===== config.mk =====
export PLATFORM = sky130hd
export DESIGN_NAME = texture_fetch
export DESIGN_NICKNAME = d
export VERILOG_FILES = /design/src/rtl/texture_fetch_pkg.sv /design/src/rtl/scroll_shadow_reg.sv /design/src/rtl/texture_fetch.sv
export SDC_FILE = /design/constraint.sdc
export NUM_CORES = 1
export LEC_CHECK = 0
export BUFFER_PORTS_ARGS = -buffer_cell sky130_fd_sc_hd__buf_2
export CAP_MARGIN = 10
export CORE_UTILIZATION = 44
export CTS_CLUSTER_SIZE = 14
export DETAILED_ROUTE_END_ITERATION = 16
export HOLD_SLACK_MARGIN = 0.02
export MAX_ROUTING_LAYER = met4
export PLACE_DENSITY_LB_ADDON = 0.25
export SETUP_SLACK_MARGIN = 0.1
export SLEW_MARGIN = 20
export SYNTH_ARGS = -nofsm -noshare
export SYNTH_HDL_FRONTEND = slang
export SYNTH_SLANG_ARGS = --single-unit

===== constraint.sdc =====
create_clock -name clk -period 1.85 [get_ports clk]
set_clock_uncertainty 0.2 [all_clocks]
set_input_delay 0.0925 -clock clk [delete_from_list [all_inputs] [get_ports clk]]
set_output_delay 0.0925 -clock clk [all_outputs]
set_load 0.02 [all_outputs]

===== src/rtl/texture_fetch_pkg.sv =====
// texture_fetch_pkg: shared video pipeline widths, scroll layout and latency
package texture_fetch_pkg;
  localparam int TILE_BITS = 6;
  localparam int TEX_AW = 12;
  localparam int MAP_AW = 10;
  localparam int TEXEL_W = 4;
  localparam int PIPE_LAT = 3;
  localparam int SCR_X_LSB = 0;
  localparam int SCR_Y_LSB = 8;
  typedef struct packed {
    logic [7:0] y;
    logic [7:0] x;
  } scroll_t;
endpackage


===== src/rtl/scroll_shadow_reg.sv =====
// scroll_shadow_reg: pending/active scroll pair; active updates only at frame start
module scroll_shadow_reg
  import texture_fetch_pkg::*;
(
  input  logic    clk,
  input  logic    reset,
  input  logic    wen,
  input  logic    load,
  input  scroll_t wdata,
  output scroll_t act
);
  scroll_t pend;
  always_ff @(posedge clk)
    if (reset) begin
      pend <= '0;
      act <= '0;
    end else begin
      if (wen) pend <= wdata;
      if (load) act <= wen ? wdata : pend;
    end
endmodule


===== src/rtl/texture_fetch.sv =====
// texture_fetch: beam position + scroll -> tilemap -> texel, three-cycle fixed pipeline
module texture_fetch
  import texture_fetch_pkg::*;
#(
  parameter logic [TEXEL_W-1:0] TRANSPARENT_IDX = 4'd0
) (
  input  logic               clk,
  input  logic               reset,
  input  logic               pix_valid,
  input  logic [7:0]         h_pos,
  input  logic [7:0]         v_pos,
  input  logic               frame_start,
  input  logic               scroll_wen,
  input  logic [15:0]        scroll_wdata,
  output logic               map_ren,
  output logic [MAP_AW-1:0]  map_raddr,
  input  logic [7:0]         map_rdata,
  output logic               tex_ren,
  output logic [TEX_AW-1:0]  tex_raddr,
  input  logic [7:0]         tex_rdata,
  output logic               pix_out_valid,
  output logic [TEXEL_W-1:0] pix_color,
  output logic               pix_opaque
);
  scroll_t scr_act;
  logic [7:0] ex, ey;
  logic [2:0] ex1, ey1;
  logic v1, v2;
  logic unused_bits;
  scroll_shadow_reg u_scroll (
    .clk(clk),
    .reset(reset),
    .wen(scroll_wen),
    .load(frame_start),
    .wdata(scroll_wdata),
    .act(scr_act)
  );
  assign ex = h_pos + scr_act.x;
  assign ey = v_pos + scr_act.y;
  assign map_ren = pix_valid && !reset;
  assign map_raddr = {ey[7:3], ex[7:3]};
  assign tex_ren = v1;
  assign tex_raddr = {map_rdata[TILE_BITS-1:0], ey1, ex1};
  assign unused_bits = &{1'b0, map_rdata[7:TILE_BITS], tex_rdata[7:TEXEL_W]};
  always_ff @(posedge clk)
    if (reset) begin
      v1 <= 1'b0;
      v2 <= 1'b0;
      ex1 <= '0;
      ey1 <= '0;
      pix_out_valid <= 1'b0;
      pix_color <= '0;
      pix_opaque <= 1'b0;
    end else begin
      v1 <= pix_valid;
      ex1 <= ex[2:0];
      ey1 <= ey[2:0];
      v2 <= v1;
      pix_out_valid <= v2;
      pix_color <= v2 ? tex_rdata[TEXEL_W-1:0] : '0;
      pix_opaque <= v2 && (tex_rdata[TEXEL_W-1:0] != TRANSPARENT_IDX);
    end
endmodule


==> flow_summary.json <==
{
  "status": "complete, but fails checks",
  "violations": "setup timing",
  "synth.largest_area_cell": "dfxtp_1",
  "die_width_um": 72.5,
  "final-hold-violation-count": 0,
  "cp_max_fo": 3,
  "cts.clk_slew.worst_paths_ns": 0.08,
  "hpwlAfterDp_um": 3060,
  "diodes": 0,
  "ys_types": 30,
  "portBuffers": 64,
  "nets": 394,
  "synth_nets": 300,
  "antenna_found_initial": 0,
  "max_freq_ghz": 0.431,
  "syn_inst": 231,
  "avgSynthCellArea_um2": 9.46,
  "first_pass_iters": 4,
  "root_buffer": "clkbuf_8",
  "ant_nets": 0,
  "cts_buffers": 5,
  "hold_path_class": "in2reg",
  "setup_viol": 9,
  "cp-start-kind": "flip-flop",
  "routabilityCongestion": 0.836,
  "rows": 25,
  "synth_top_area_share": 0.422,
  "cts_tree": "built",
  "wirelength_um": 4880,
  "syn-cell-area_um2": 2180,
  "layout-drive-gt1-share": 0.388,
  "cts_htree_levels": 2,
  "synth_seq_area_share": 0.422,
  "max-cap-violations": 0,
  "dr.first_iter.drc_count": 44,
  "insertion_delay_ns": 0.29,
  "min_period_ns": 2.32,
  "grt_max_degree": 33,
  "critPathArrivalTime_ns": 2.03,
  "die_h_um": 72.5,
  "start_util": 0.459,
  "clock_path_buffers": 2,
  "tightestPinTransition_ns": 0.545,
  "slew_headroom": 0.637,
  "endpoint_kind": "output pin",
  "ys_seq_elements": 46,
  "criticalPathCategory": "reg2out",
  "drc_errors": 0,
  "power.leakage_nw": 1.44,
  "io_pins": 83,
  "grt_pass1_wl_um": 7960,
  "avgViaCountPerCell": 4.78,
  "wl_per_cell_um": 12.5,
  "period_share": 1.25,
  "critPathRequiredTime_ns": 1.56,
  "total_power_w": 0.00256,
  "fin_ws_ns": -0.471,
  "core-area_um2": 4750,
  "die-area_um2": 5250,
  "powerDensity_nw_per_um2": 782,
  "areaGrowthSynthToFinish_pct": 49.7,
  "synth-warning-count": 0,
  "grt-ovfl-total": 0,
  "hold_slack_ns": 0.0207,
  "vias": 1872,
  "grt.total_usage": 0.201,
  "ir_drop_v": 0.000627,
  "rsz0062_at_grt": "true",
  "place_ws_ns": -0.200,
  "clock_sinks": 46,
  "slew_violations": 0,
  "grt_pass1_vias": 1762,
  "synthTopCellsByArea": "dfxtp_1 (42%), ha_1 (8.0%), mux2i_1 (7.8%)"
}
[synthesized netlist by cell type (all sizes together)]
master	count
dfxtp	46
xnor2	4
fa	2
and2b	1
or4b	1
ha	14
a21oi	9
a211oi	20
nor3	3
nor2	41
mux2i	17
or4	1
inv	7
and2	4
nor2b	10
nand2	2
o41a	1
a21o	2
o21bai	2
a41oi	2
o211ai	1
nand3	2
buf	18
clkbuf	8
xor2	2
o31a	2
o21ai	7
o21a	2
[power breakdown]
part	leakage [nW]	total (W)	internal, W	switching (W)
sequential	0.382	0.00108	0.00105	0.0000305
combinational	1.00	0.000726	0.000372	0.000354
clock	0.0573	0.000747	0.000432	0.000315
[cell usage in the layout, fill, tap and decap left out, types with 3 or more instances in the layout]
master	Yosys	layout
a211oi_1	20	17
a21oi_1	9	8
and2_1	4	4
buf_2	1	54
buf_4	17	19
buf_6	0	7
clkbuf_8	0	6
dfxtp_1	46	40
dfxtp_2	0	6
dlygate4sd3_1	0	33
ha_4	0	10
inv_1	7	5
mux2i_1	17	17
nor2_1	41	37
nor2b_1	9	8
nor3_1	3	3
o21ai_1	0	3
o21ai_2	0	3
xnor2_1	4	4
[per-stage QoR]
stage | instances | cell area (um2) | utilization | setup TNS (ns)
finish | 392 | 3270 | 0.688 | -2.10
global route | 392 | 3270 | 0.688 | -2.91
CTS | 394 | 3200 | 0.672 | -2.52
detailed placement | 350 | 2540 | 0.535 | -0.529
global placement | 350 | 2540 | 0.535 | -0.407
floorplan | 231 | 2200 | - | -0.170
[path summary, 6_finish.rpt]
path	from	to	slack, ns	cells past startpoint
hold reg to reg	tex_ren	v2	0.27	1
setup reg to reg	u_scroll.act[8]	ey1[2]	0.23	7
setup / recovery	u_scroll.act[0]	map_raddr[3]	-0.47	8
hold / removal	reset	pix_opaque	0.02	3
[critical path, stage by stage, from the launching register on]
cell and delay, ns:
dfxtp_2 0.34, ha_4 0.15, inv_2 0.05, fa_2 0.22, nor2b_4 0.04, o31a_1 0.26, or4b_1 0.49, nand3_2 0.08
buf_6 0.11
[timing repair]
| item | CTS | global route |
|---|---|---|
| pin swaps | 19 | 9 |
| hold buffers | 34 | 0 |
| hold endpoints to repair | 44 | 0 |
| gates resized for setup | 40 | 22 |
| buffers inserted | 5 | 1 |
| gates cloned | 0 | 0 |
| setup endpoints to repair | 10 | 11 |
[registers in the layout (all words and copies together) (netlist names)]
name	cells
u_scroll.act	16
ex1	3
ey1	3
u_scroll.pend	16
pix_color	4
v2	1
pix_out_valid	1
pix_opaque	1
tex_ren	1
[cells by family (layout without fill, tap and decap cells)]
family | count (synthesis) | count (layout) | synth area share
DFF | 46 | 46 | 0.422
xor gates and xnor gates | 6 | 6 | 0.0241
adders and majority gates | 16 | 16 | 0.0985
AOI/OAI and AO/OA | 48 | 48 | 0.151
muxes | 17 | 17 | 0.0779
buffers and inverters | 33 | 127 | 0.0865
and+or+nand+nor | 65 | 65 | 0.141
[metal layers]
metal,vias to the layer above,part of all wire,track usage,routed length (um)
li1,971,-,-,-
met1,845,0.43,0.242,2110
met2,51,0.52,0.346,2530
met3,5,0.040,0.0375,196
met4,0,0.0078,0.0523,38
met5,-,0,-,0
[area by class of cell]
cell class                      instances  area [um2]
Tap cell                               67        83.8
Inverter                                7        26.3
Fill cell                             379        1480
Clock buffer                            6        82.6
Sequential cell                        46         928
Multi-Input combinational cell        152        1300
Clock inverter                          1        30.0
Timing Repair Buffer                  113         822
Power figures use the tool's default switching activity.
